## config.mk

```make
export PLATFORM = sky130hd
export DESIGN_NAME = apb_timer
export DESIGN_NICKNAME = d
export VERILOG_FILES = /design/src/rtl/apb_timer.sv
export SDC_FILE = /design/constraint.sdc
export NUM_CORES = 1
export LEC_CHECK = 0
export ABC_AREA = 1
export CORE_MARGIN = 4
export CORE_UTILIZATION = 50
export DETAILED_ROUTE_END_ITERATION = 8
export PLACE_DENSITY = 0.85
export REMOVE_ABC_BUFFERS = 1
export SLEW_MARGIN = 15
export SYNTH_ARGS = -nofsm -noshare
export SYNTH_HDL_FRONTEND = slang
export SYNTH_SLANG_ARGS = --single-unit
```

## constraint.sdc

```tcl
create_clock -name PCLK -period 4.15 [get_ports PCLK]
set_input_delay 0.6225 -clock PCLK [delete_from_list [all_inputs] [get_ports PCLK]]
set_output_delay 0.6225 -clock PCLK [all_outputs]
set_load 0.02 [all_outputs]
```

## src/rtl/apb_timer.sv

```systemverilog
// APB countdown timer: reload value, 8-bit prescaler, periodic/one-shot modes, level IRQ with W1C status.
// Latency: zero-wait-state; writes land at the access-phase edge, PRDATA registered at the setup-phase edge.
// Backpressure: none, PREADY is constantly 1. Optional APB_TIMER_PSLVERR_EN adds error responses.
`timescale 1ns/1ps

module apb_timer #(
    parameter int               WIDTH      = 32,
    parameter logic [WIDTH-1:0] RESET_LOAD = '0
) (
    input  logic        PCLK,
    input  logic        PRESET,
    input  logic        PSEL,
    input  logic        PENABLE,
    input  logic        PWRITE,
    input  logic [31:0] PADDR,
    input  logic [31:0] PWDATA,
    output logic [31:0] PRDATA,
    output logic        PREADY,
    output logic        PSLVERR,
    output logic        TIMER_IRQ
);

    localparam logic [1:0] ADDR_LOAD    = 2'd0;
    localparam logic [1:0] ADDR_VALUE   = 2'd1;
    localparam logic [1:0] ADDR_CTRL    = 2'd2;
    localparam logic [1:0] ADDR_INTSTAT = 2'd3;

    logic [WIDTH-1:0] load_q;
    logic [WIDTH-1:0] value_q;
    logic             ctrl_en;
    logic             ctrl_oneshot;
    logic             ctrl_irqen;
    logic [7:0]       ctrl_prescale;
    logic             int_q;
    logic [7:0]       pre_cnt;

    logic [1:0]       reg_sel;
    logic             rd_err;
    logic             wr_err;
    logic             acc_err;
    logic             wr_en;
    logic             rd_en;
    logic             wr_load;
    logic             wr_ctrl;
    logic             wr_int;
    logic             en_rise;
    logic             tick;
    logic             tick_eff;
    logic             expire;
    logic [31:0]      rd_mux;

    assign reg_sel = PADDR[3:2];

`ifdef APB_TIMER_PSLVERR_EN
    // Anything outside the 4-word window errors; VALUE is read-only so writing it errors too.
    assign rd_err  = (PADDR[11:4] != 8'd0);
    assign wr_err  = rd_err || (reg_sel == ADDR_VALUE);
    assign acc_err = PWRITE ? wr_err : rd_err;
    assign PSLVERR = PSEL && PENABLE && acc_err;

    logic unused_bits;
    assign unused_bits = ^{PADDR[31:12], PADDR[1:0], PWDATA};
`else
    // Only PADDR[3:2] decoded: the register window aliases across the address space.
    assign rd_err  = 1'b0;
    assign wr_err  = 1'b0;
    assign acc_err = 1'b0;
    assign PSLVERR = 1'b0;

    logic unused_bits;
    assign unused_bits = ^{PADDR[31:4], PADDR[1:0], PWDATA, wr_err};
`endif

    assign PREADY  = 1'b1;
    assign wr_en   = PSEL && PENABLE && PWRITE && !acc_err;
    assign rd_en   = PSEL && !PENABLE && !PWRITE;
    assign wr_load = wr_en && (reg_sel == ADDR_LOAD);
    assign wr_ctrl = wr_en && (reg_sel == ADDR_CTRL);
    assign wr_int  = wr_en && (reg_sel == ADDR_INTSTAT);
    assign en_rise = wr_ctrl && PWDATA[0] && !ctrl_en;

    // A LOAD write pre-empts any tick landing on the same edge.
    assign tick     = ctrl_en && (pre_cnt == ctrl_prescale);
    assign tick_eff = tick && !wr_load;
    assign expire   = tick_eff && (value_q == '0);

    assign TIMER_IRQ = int_q && ctrl_irqen;

    // Prescale counter: free-runs while enabled, restarts on reload, enable edge or tick.
    always_ff @(posedge PCLK or posedge PRESET) begin
        if (PRESET) begin
            pre_cnt <= 8'd0;
        end else if (wr_load || en_rise || (wr_ctrl && !PWDATA[0])) begin
            pre_cnt <= 8'd0;
        end else if (!ctrl_en || tick) begin
            pre_cnt <= 8'd0;
        end else begin
            pre_cnt <= pre_cnt + 8'd1;
        end
    end

    // LOAD register and the down-counting VALUE.
    always_ff @(posedge PCLK or posedge PRESET) begin
        if (PRESET) begin
            load_q  <= RESET_LOAD;
            value_q <= RESET_LOAD;
        end else if (wr_load) begin
            load_q  <= PWDATA[WIDTH-1:0];
            value_q <= PWDATA[WIDTH-1:0];
        end else if (tick_eff) begin
            if (value_q != '0) begin
                value_q <= value_q - WIDTH'(1);
            end else if (!ctrl_oneshot) begin
                value_q <= load_q;
            end
        end
    end

    // CTRL fields; one-shot expiry drops EN unless software writes CTRL on that edge.
    always_ff @(posedge PCLK or posedge PRESET) begin
        if (PRESET) begin
            ctrl_en       <= 1'b0;
            ctrl_oneshot  <= 1'b0;
            ctrl_irqen    <= 1'b0;
            ctrl_prescale <= 8'd0;
        end else if (wr_ctrl) begin
            ctrl_en       <= PWDATA[0];
            ctrl_oneshot  <= PWDATA[1];
            ctrl_irqen    <= PWDATA[2];
            ctrl_prescale <= PWDATA[15:8];
        end else if (expire && ctrl_oneshot) begin
            ctrl_en       <= 1'b0;
        end
    end

    // Interrupt status: a set on the same edge as a write-1-clear wins.
    always_ff @(posedge PCLK or posedge PRESET) begin
        if (PRESET) begin
            int_q <= 1'b0;
        end else if (expire) begin
            int_q <= 1'b1;
        end else if (wr_int && PWDATA[0]) begin
            int_q <= 1'b0;
        end
    end

    // Read mux, zero-filling unused bits.
    always_comb begin
        rd_mux = '0;
        case (reg_sel)
            ADDR_LOAD:    rd_mux[WIDTH-1:0] = load_q;
            ADDR_VALUE:   rd_mux[WIDTH-1:0] = value_q;
            ADDR_CTRL: begin
                rd_mux[0]    = ctrl_en;
                rd_mux[1]    = ctrl_oneshot;
                rd_mux[2]    = ctrl_irqen;
                rd_mux[15:8] = ctrl_prescale;
            end
            ADDR_INTSTAT: rd_mux[0] = int_q;
            default:      rd_mux = '0;
        endcase
    end

    // Read data captured at the end of the setup phase and held until the next read.
    always_ff @(posedge PCLK or posedge PRESET) begin
        if (PRESET) begin
            PRDATA <= 32'd0;
        end else if (rd_en) begin
            PRDATA <= rd_err ? 32'd0 : rd_mux;
        end
    end

endmodule

```

==> metrics.yaml <==
status: "complete, no violations"
setup_viol: 0
placementRows: 42
grt_overflow: 0
routed_wl_um: 19100
netlist_area_mm2: 0.00679
rr_endpoint: "value_q[19]"
cp-start-kind: "input port"
fill_cells: 1175
max_stage_delay_ns: 0.45
grt_usage_pct: 25.4
async_flop_share_pct: 100
clockBufferDepth: 2
peakVddDrop_v: 0.000305
synth-warning-count: 0
die_w_um: 125
cts.clk_slew.worst_paths_ns: 0.06
cts_resized: 0
nNetsFinal: 1088
crit_family: "buffers and inverters"
r2r_slack_ns: 1.51
yosysSeqAreaShare_pct: 42.8
min_from: "PRDATA[16]"
cp_max_fo: 32
crit_chain: "clkdlybuf4s50_1 -> buf_4 -> nor2_4 -> inv_2 -> nor2_8 -> inv_2 -> nand2_4 -> nand2_4 -> inv_4 -> nand2_1 -> nand2_1"
die_y_um: 125
p_int_uw: 3100
cts-root-buf: "clkbuf_16"
swShare_pct: 40.9
cp_slowest_cell: "clkdlybuf4s50_1"
viasPerCell: 5.45
avgSynthCellArea_um2: 7.13
synth_edf_count: 0
arrival_ns: 3.09
dp_hpwl_um: 13100
grt_pass1_vias: 6418
synth_compound_area_share_pct: 9.55
hold_class: "reg2reg"
final-hold-violation-count: 0
fin_setup_tns_ns: 0
crit_type: "in2reg"
grt_antenna_before_repair: 0
cts_made_buffers: 17
synth_simple_gate_area_share_pct: 37.4
fin_skew_ns: 0.00912
drt_iter0_drc: 712
avgRoutedWirePerCell_um: 15.9
cts_tree: "done"
endpoint_kind: "flop"
first_pass_iters: 6
min_period_ns: 2.78
area_delta_synth_final_pct: 20.7
clk_latency_ns: 0.43
ctsHoldBuffers: 0
worst_ep_required_time_ns: 4.46
rr_worst_depth: 13
maxSlewViolCount: 0
fmax_ghz: 0.360
p_leak_uw: 0.00412
grt_max_degree: 77
drc_errors: 0
grt_setup_unrepaired: "false"
reg2reg_from: "value_q[0]"
gp_congestion: 0.963
htree_levels: 4
power_density_mw_per_mm2: 641
start_util_pct: 51.2
hold_path_end: "PRDATA[16]"
layout-drive-gt1-share_pct: 8.07
ys_types: 40
muxShareOfSynthArea_pct: 0
synth_top_family_by_area: "simple AND/OR/NAND/NOR gates"
path_buf_inv: 5
grt_pass1_wl_um: 31900
synth_xor_area_share_pct: 1.68
port-buffer-count: 71
io_pins: 104
syn_inst: 952
core_mm2: 0.0132
clkPwrFrac_pct: 28.3
cap_violations: 0
clkSinkCount: 116
synth-main-ff-cell: "dfrtp_1"
dieArea_mm2: 0.0155
vias: 6566
postRouteAntennaNets: 0
cts_setup_buffers: 0
synth_fa_ha_area_share_pct: 0.553
pwr-share-comb_pct: 38.7
timing.max_slew.rel_slack_pct: 36.8
synth-seq-cells: 116
antenna_cells: 0
power.switching_uw: 2150
utilization_pct: 61.9
period_share_pct: 67.0
tightest_slew_ns: 0.948
pwr-share-seq_pct: 32.9
holdPathStages: 2
==> sequential cells by signal, indices dropped and copies added (netlist names) <==
name           count
PRDATA            32
ctrl_oneshot       1
load_q            32
ctrl_prescale      8
ctrl_en            1
pre_cnt            8
ctrl_irqen         1
value_q           32
int_q              1
==> power groups by stage <==
stage | sequential, µW | combinational [µW] | clock [µW]
2_1_floorplan | 1730 | 1390 | 0
3_3_place_gp | 1720 | 1970 | 0
3_5_place_dp | 1730 | 2000 | 0
4_1_cts | 1720 | 2020 | 1490
5_1_grt | 1770 | 2300 | 1540
6_report | 1730 | 2030 | 1490
==> worst max path at each step <==
| stage | slack (ns) | start | to | cells after the start |
|---|---|---|---|---|
| after floorplan | 0.46 | PRESET | PRDATA[0] | 1 |
| after CTS | 1.43 | PADDR[2] | value_q[5] | 11 |
| after detailed placement | 0.98 | PADDR[2] | value_q[5] | 11 |
| final | 1.37 | PADDR[2] | value_q[19] | 11 |
| after global placement | 1.03 | PADDR[2] | value_q[21] | 11 |
| after global routing | 1.16 | PADDR[2] | value_q[5] | 11 |
==> worst register-to-register path, cell delays in order (launching register included) <==
cell and delay, ns:
dfrtp_1 0.37, inv_1 0.17, ha_1 0.26, inv_1 0.05, nor2_1 0.08, nand2_1 0.08
nor2_2 0.12, nand4_2 0.44, nand2_2 0.59, nand2_1 0.11, nand2_1 0.08, nand2_1 0.05
nand2_1 0.05, nand2_1 0.06
==> cell families after synthesis <==
group,count (synthesis)
and+or+nand+nor,586
other,2
adders and majority gates,3
DFF,116
AOI/OAI and AO/OA,107
buffers and inverters,125
xor gates and xnor gates,13
==> metal layers <==
layer / wire [µm] / vias up / track usage, %
met1: 8260 / 3109 / 33.0
met4: 380 / 0 / 10.1
met2: 8980 / 276 / 40.4
met3: 1490 / 35 / 6.73
li1: - / 3146 / -
met5: 0 / - / 0
==> through the flow <==
stage / setup WS (ns) / instance area (µm²) / cells / total power [µW] / hold slack, ns
2_1_floorplan: 0.455 / 6590 / 918 / 3120 / 0.449
3_3_place_gp: 1.03 / 7600 / 1173 / 3690 / 0.463
3_5_place_dp: 0.984 / 7600 / 1173 / 3730 / 0.465
4_1_cts: 1.43 / 8190 / 1204 / 5230 / 0.484
5_1_grt: 1.16 / 8190 / 1204 / 5610 / 0.505
6_report: 1.37 / 8190 / 1204 / 5250 / 0.479
==> area by class of cell <==
type,instances,area (µm²),share of cell area [%]
tap,176,220,2.69
sequential,116,2900,35.4
inverter,91,347,4.23
clock inverter,8,98.8,1.21
timing repair buffer,79,783,9.56
multi-input combinational,711,3340,40.8
clock buffer,23,498,6.08
==> synthesized netlist by cell type, drive strengths merged (2+ instances only) <==
cell     count  share of area [%]
o21ai       46                3.4
nand2      387                 22
nor3         5               0.61
xor2         8                1.0
nand3       73                5.6
a2bb2oi     11                1.4
clkbuf      14               0.77
xnor2        5               0.65
nand4       10                1.0
conb         2               0.11
o22ai       11                1.0
buf         20                2.1
inv         90                5.0
dfrtp      116                 43
nor2       106                7.5
nand3b       2               0.22
a21oi       29                2.5
ha           3               0.55
nor3b        2               0.22
a221oi       8                1.0
==> placed cells by master, fill, tap and decap left out, types with 4 or more instances in the layout <==
cell type	n
nor2_2	8
o22ai_1	11
nand4_1	9
a21oi_1	23
o21ai_1	8
nor2_4	8
a21oi_2	6
nand2_4	5
inv_1	84
clkbuf_8	5
o21ai_0	38
nand2_1	378
clkbuf_16	17
dfrtp_1	116
inv_2	4
nor2_1	88
clkdlybuf4s50_1	71
buf_4	7
xnor2_1	5
a221oi_1	8
a2bb2oi_1	11
xor2_1	8
nand3_1	70
nand2_2	4
Note: power is estimated with default switching activity, not from simulation.
